<file path="src/rtl/otn_frame_rec.sv">
// -----------------------------------------------------------------------------
// otn_frame_rec -- serial OTN-style frame receiver with BIP-8 check and a
// three-bit ACK reply (start 0, verdict bit, stop 0) on an idle-high line.
//
// Ports
//   i_clk                : system clock
//   i_rst_n              : asynchronous active-low reset
//   i_sclk_en_16_x_baud  : one-cycle enable, 20 enables per serial bit
//   i_otn_rx_data        : serial frame stream, LSB-first bytes
//   i_ack_force_bad      : forces a bad verdict when sampled in CHECK
//   o_otn_tx_ack         : ACK line back to the sender, idle high
//   o_frame_data         : recovered payload byte
//   o_frame_data_valid   : one-cycle strobe qualifying o_frame_data
//   o_frame_data_fas     : one-cycle pulse on FAS lock
//   o_frame_done         : one-cycle pulse when the verdict is known
//   o_frame_good         : verdict of the last frame, held
//   o_bip_err_cnt        : saturating count of bad frames
//   o_rr_state           : current state encoding
//
// Configuration
//   OTN_RX_BIP_EN : when defined, the BIP-8 accumulator and comparison are
//                   built; otherwise the verdict depends on i_ack_force_bad
//                   only and the BIP byte is consumed and discarded.
//   FRAME_BYTES   : total frame length including FAS and BIP byte.
// -----------------------------------------------------------------------------
module otn_frame_rec #(
    parameter int FRAME_BYTES = 4164
) (
    input  logic       i_clk,
    input  logic       i_rst_n,
    input  logic       i_sclk_en_16_x_baud,
    input  logic       i_otn_rx_data,
    input  logic       i_ack_force_bad,
    output logic       o_otn_tx_ack,
    output logic [7:0] o_frame_data,
    output logic       o_frame_data_valid,
    output logic       o_frame_data_fas,
    output logic       o_frame_done,
    output logic       o_frame_good,
    output logic [7:0] o_bip_err_cnt,
    output logic [2:0] o_rr_state
);

    localparam int IDX_W = $clog2(FRAME_BYTES);
    // F6 F6 F6 28 28 28 received LSB-first: the first byte lands in bits [7:0].
    localparam logic [47:0] FAS_PATTERN = 48'h2828_28F6_F6F6;
    localparam logic [IDX_W-1:0] LAST_IDX = IDX_W'(FRAME_BYTES - 1);

    typedef enum logic [2:0] {
        HUNT      = 3'b000,
        RECV      = 3'b001,
        CHECK     = 3'b010,
        ACK_START = 3'b011,
        ACK_BIT   = 3'b100,
        ACK_STOP  = 3'b101
    } state_t;

    state_t           state_r;
    logic [4:0]       scount_r;
    logic             sync1_r;
    logic             sync2_r;
    logic [46:0]      hunt_sh_r;   // previous 48-bit window without its oldest bit
    logic [6:0]       byte_sh_r;   // previous 8-bit window without its oldest bit
    logic [2:0]       bit_cnt_r;
    logic [IDX_W-1:0] byte_idx_r;
    logic             ack_arm_r;
    logic             sample_tick_s;
    logic             bit_tick_s;
    logic [47:0]      hunt_next_s;
    logic [7:0]       byte_next_s;
    logic             good_s;
`ifdef OTN_RX_BIP_EN
    logic [7:0]       bip_r;
    logic [7:0]       rx_bip_r;
`endif

    assign sample_tick_s = i_sclk_en_16_x_baud && (scount_r == 5'd9);
    assign bit_tick_s    = i_sclk_en_16_x_baud && (scount_r == 5'd19);
    assign hunt_next_s   = {sync2_r, hunt_sh_r};
    assign byte_next_s   = {sync2_r, byte_sh_r};
    assign o_rr_state    = state_r;

    // Frame verdict evaluated during CHECK.
    always_comb begin
        good_s = 1'b0;
`ifdef OTN_RX_BIP_EN
        if (bip_r == rx_bip_r) begin
            good_s = !i_ack_force_bad;
        end else begin
            good_s = 1'b0;
        end
`else
        good_s = !i_ack_force_bad;
`endif
    end

    // Free-running baud phase counter, 0..19.
    always_ff @(posedge i_clk or negedge i_rst_n) begin
        if (!i_rst_n) begin
            scount_r <= 5'd0;
        end else if (i_sclk_en_16_x_baud) begin
            if (scount_r == 5'd19) begin
                scount_r <= 5'd0;
            end else begin
                scount_r <= scount_r + 5'd1;
            end
        end
    end

    // Two-flop synchronizer for the serial input.
    always_ff @(posedge i_clk or negedge i_rst_n) begin
        if (!i_rst_n) begin
            sync1_r <= 1'b0;
            sync2_r <= 1'b0;
        end else begin
            sync1_r <= i_otn_rx_data;
            sync2_r <= sync1_r;
        end
    end

    // Receiver FSM with registered outputs.
    always_ff @(posedge i_clk or negedge i_rst_n) begin
        if (!i_rst_n) begin
            state_r            <= HUNT;
            hunt_sh_r          <= 47'd0;
            byte_sh_r          <= 7'd0;
            bit_cnt_r          <= 3'd0;
            byte_idx_r         <= '0;
            ack_arm_r          <= 1'b0;
            o_otn_tx_ack       <= 1'b1;
            o_frame_data       <= 8'd0;
            o_frame_data_valid <= 1'b0;
            o_frame_data_fas   <= 1'b0;
            o_frame_done       <= 1'b0;
            o_frame_good       <= 1'b0;
            o_bip_err_cnt      <= 8'd0;
`ifdef OTN_RX_BIP_EN
            bip_r              <= 8'd0;
            rx_bip_r           <= 8'd0;
`endif
        end else begin
            o_frame_data_valid <= 1'b0;
            o_frame_data_fas   <= 1'b0;
            o_frame_done       <= 1'b0;
            case (state_r)
                HUNT: begin
                    if (sample_tick_s) begin
                        if (hunt_next_s == FAS_PATTERN) begin
                            state_r          <= RECV;
                            o_frame_data_fas <= 1'b1;
                            byte_idx_r       <= IDX_W'(6);
                            bit_cnt_r        <= 3'd0;
`ifdef OTN_RX_BIP_EN
                            bip_r            <= 8'd0;
`endif
                        end
                        hunt_sh_r <= hunt_next_s[47:1];
                    end
                end
                RECV: begin
                    // FAS matching is not evaluated here, so a FAS inside the payload is just data.
                    if (sample_tick_s) begin
                        bit_cnt_r <= bit_cnt_r + 3'd1;
                        byte_sh_r <= byte_next_s[7:1];
                        if (bit_cnt_r == 3'd7) begin
                            byte_idx_r <= byte_idx_r + IDX_W'(1);
                            if (byte_idx_r == LAST_IDX) begin
                                state_r <= CHECK;
`ifdef OTN_RX_BIP_EN
                                rx_bip_r <= byte_next_s;
`endif
                            end else begin
                                o_frame_data       <= byte_next_s;
                                o_frame_data_valid <= 1'b1;
`ifdef OTN_RX_BIP_EN
                                bip_r              <= bip_r ^ byte_next_s;
`endif
                            end
                        end
                    end
                end
                CHECK: begin
                    o_frame_good <= good_s;
                    o_frame_done <= 1'b1;
                    if (!good_s && (o_bip_err_cnt != 8'hFF)) begin
                        o_bip_err_cnt <= o_bip_err_cnt + 8'd1;
                    end
                    state_r      <= ACK_START;
                    o_otn_tx_ack <= 1'b0;
                    ack_arm_r    <= 1'b0;
                end
                ACK_START: begin
                    // First bit_tick only aligns to the bit grid; the second ends a full start bit.
                    if (bit_tick_s) begin
                        if (ack_arm_r) begin
                            state_r      <= ACK_BIT;
                            o_otn_tx_ack <= o_frame_good;
                        end else begin
                            ack_arm_r <= 1'b1;
                        end
                    end
                end
                ACK_BIT: begin
                    if (bit_tick_s) begin
                        state_r      <= ACK_STOP;
                        o_otn_tx_ack <= 1'b0;
                    end
                end
                ACK_STOP: begin
                    if (bit_tick_s) begin
                        state_r      <= HUNT;
                        o_otn_tx_ack <= 1'b1;
                        hunt_sh_r    <= 47'd0;   // stale sender bits must not lock
                    end
                end
                default: begin
                    state_r      <= HUNT;
                    o_otn_tx_ack <= 1'b1;
                    hunt_sh_r    <= 47'd0;
                end
            endcase
        end
    end

endmodule

</file>
<file path="config.mk">
export PLATFORM = sky130hd
export DESIGN_NAME = otn_frame_rec
export DESIGN_NICKNAME = d
export VERILOG_FILES = /design/src/rtl/otn_frame_rec.sv
export SDC_FILE = /design/constraint.sdc
export NUM_CORES = 1
export LEC_CHECK = 0
export ABC_AREA = 0
export CAP_MARGIN = 20
export CORE_MARGIN = 5
export CORE_UTILIZATION = 25
export CTS_CLUSTER_DIAMETER = 200
export CTS_CLUSTER_SIZE = 28
export DETAILED_ROUTE_END_ITERATION = 12
export RECOVER_POWER = 100
export SETUP_SLACK_MARGIN = 0.02
export SLEW_MARGIN = 5
export SYNTH_ARGS = -nofsm -noshare
export SYNTH_HDL_FRONTEND = slang
export SYNTH_SLANG_ARGS = --single-unit
export TNS_END_PERCENT = 100
</file>
<file path="constraint.sdc">
create_clock -name i_clk -period 2.85 [get_ports i_clk]
set_input_delay 0.57 -clock i_clk [delete_from_list [all_inputs] [get_ports i_clk]]
set_output_delay 0.57 -clock i_clk [all_outputs]
set_load 0.1 [all_outputs]
</file>
==> results.yml, run 1 <==
cts:
  hold_buffers: 0
  root_buffer: "clkbuf_16"
  clk_pin_slew_worst_paths_ns: 0.07
  htree_levels: 3
  numCtsBuffers: 9
  clk_latency_ns: 0.35
  cts_tree: "done"
  cts_buffer_depth: 2
  cts_resized: 0
  cts_setup_buffers: 0
  clock-sinks: 102
floorplanning:
  die_h_um: 150
  dieArea_um2: 22500
  coreArea_um2: 19400
  initial_core_util_pct: 25.3
  core.rowCount: 51
  ioPinCount: 29
  die_x_um: 150
setup_path:
  r2r_cells: 6
  required_ns: 3.12
  r2r_setup_slack_ns: 0.43
  reg2reg_from: "scount_r[4]"
  cp.arrival_ns: 2.75
  critPathKind: "input pin to flip-flop"
  end_kind: "flip-flop"
  start_kind: "input pin"
  crit_fanout: 16
  rr_endpoint: "hunt_sh_r[33]"
routing:
  via_count: 3322
  drc: 0
  ant_nets: 0
  vias_per_cell: 4.41
  first_iter_violations: 117
  drtPass1Iterations: 4
  avgRoutedWirePerCell_um: 13.0
  routed_wl_um: 9830
global_route:
  grt_max_degree: 73
  grt_pass1_vias: 3417
  antenna_found_initial: 0
  grt_pass1_wl_um: 17000
  overflow: 0
  track_usage_pct: 9.35
final_layout:
  antenna_cells: 0
  final_cell_mix: "101 x dfrtp_1, 63 x nand2_1, 53 x inv_1"
  final_common_cell: "dfrtp_1"
  fill_cells: 2070
  area_growth_pct: 14.6
  layout-drive-gt1-share_pct: 9.84
  nets: 494
  register_area_um2: 2550
  multiInputGateArea_um2: 2030
pwr:
  leakagePower_uw: 0.00273
  power_uw: 5000
  max-vdd-ir-drop_mv: 0.300
  powerDensity_nw_per_um2: 889
timing:
  fin_crit_sh_pct: 86.9
  fin_skew_ns: 0.00602
  drv_slew: 72
  setup-violations-final: 0
  setup_tns_ns: 0
  worst_slew_pin_slew_ns: 1.84
  relSlewSlack_pct: -22.4
  max_clock_freq_ghz: 0.404
  rsz0062_at_grt: "false"
  layout_min_cycle_time_ns: 2.48
  hold_viol_final: 0
placement:
  dp_hpwl_um: 6720
  io_buffers: 28
  gp_congestion: 0.807
status:
  violations: "capacitance limit, slew limit"
  outcome: "finished, violations left"
synthesis:
  seq_area_frac_synth_pct: 52.1
  synth_area_um2: 4900
  syn_nets: 461
  ys.warnings.count: 0
  ys_types: 56
  ys.flop_type: "dfrtp_1"
  avgSynthCellArea_um2: 10.9
  synth_seq_cells: 102
  async_reset_ff_share_pct: 100
  syn_inst: 450
  synth_edf_count: 0
worst_hold_path:
  hold_depth: 0
  hold_path_class: "flip-flop to flip-flop"
  hold_path_end: "sync2_r"
  hp-start: "sync1_r"
run:
  maxCapViolCount: 1
==> worst max path at each step <==
stage                                   start             end  cells past startpoint
after global placement    i_sclk_en_16_x_baud   hunt_sh_r[29]                      7
final                     i_sclk_en_16_x_baud   hunt_sh_r[33]                      7
after detailed placement  i_sclk_en_16_x_baud   hunt_sh_r[33]                      7
after floorplan                 o_rr_state[2]  byte_idx_r[10]                      6
after global routing      i_sclk_en_16_x_baud   hunt_sh_r[31]                      7
after CTS                         scount_r[4]    hunt_sh_r[3]                      6
==> Yosys cell counts (6+ instances only) <==
cell type,n,area share (%)
dfrtp_1,101,52
nand2_1,63,4.8
inv_1,53,4.1
mux2i_1,52,11
mux2_2,16,3.7
nor2_1,13,1.0
o21ai_0,12,1.2
clkbuf_1,10,0.77
nand3_1,9,0.92
nand4_1,9,1.1
xnor2_1,9,1.6
ha_1,6,1.5
o2bb2ai_1,6,1.1
==> per-stage QoR <==
stage	setup slack, ns	hold WS [ns]	instance area [um2]	cells	utilization [%]
2_1_floorplan	0.435	0.274	4900	450	-
3_3_place_gp	0.293	0.336	5480	737	28.3
3_5_place_dp	0.204	0.340	5480	737	28.3
4_1_cts	0.495	0.357	5770	753	29.7
5_1_grt	0.237	0.362	5620	753	29.0
6_report	0.372	0.358	5620	753	29.0
==> sequential cells by signal, indices dropped and copies added, names as in the netlist <==
register / flops
o_frame_data_fas: 1
byte_sh_r: 7
o_frame_data: 8
o_otn_tx_ack: 1
scount_r: 5
sync1_r: 1
o_rr_state: 3
o_frame_good: 1
byte_idx_r: 13
o_frame_done: 1
o_frame_data_valid: 1
o_bip_err_cnt: 8
bit_cnt_r: 3
ack_arm_r: 1
hunt_sh_r: 47
sync2_r: 1
==> final cells by class <==
cell class | instances | area share (%)
well taps | 265 | 5.90
flip-flops and latches | 102 | 45.4
clock buffers | 10 | 4.07
repair buffers | 41 | 3.90
clock inverters | 6 | 0.957
inverters | 53 | 3.54
multi-input cells | 276 | 36.2
==> power by group <==
group	internal, uW	switching (uW)
logic	493	962
clock network	612	586
registers	1910	432
==> critical path: stages <==
cell and delay [ns]:
dlygate4sd3_1 0.58, nand2_1 0.10, nor3b_1 0.07, a21o_1 0.23
a2bb2oi_4 0.54, clkbuf_2 0.41, mux2i_1 0.24
==> per-layer routing <==
layer | part of all wire, % | routed length (um) | vias up | track usage [%]
met3 | 4.2 | 411 | 6 | 3.15
met5 | 0 | 0 | - | 0
li1 | - | - | 1611 | -
met4 | 0.84 | 83 | 0 | 2.47
met1 | 44 | 4310 | 1669 | 11.2
met2 | 51 | 5020 | 36 | 16.1
==> kinds of logic (layout without fill, tap and decap cells) <==
logic type,Yosys count,count (layout),synth area share (%)
AOI/OAI and AO/OA,48,48,6.94
xor gates and xnor gates,10,10,1.79
adders and majority gates,6,6,1.53
buffers and inverters,72,110,6.35
DFF,102,102,52.1
muxes,68,68,14.3
and+or+nand+nor,144,144,17.0
No activity file was read; power rests on OpenSTA's default activity.
==> run 2, diff against run 1 <==
--- a/config.mk
+++ b/config.mk
@@ -18,4 +18,4 @@
 export SYNTH_ARGS = -nofsm -noshare
 export SYNTH_HDL_FRONTEND = slang
 export SYNTH_SLANG_ARGS = --single-unit
-export TNS_END_PERCENT = 100
+export TNS_END_PERCENT = 20
==> results of run 2 <==
Same layout as run 1: the final DEF is identical, and so are final timing and power.
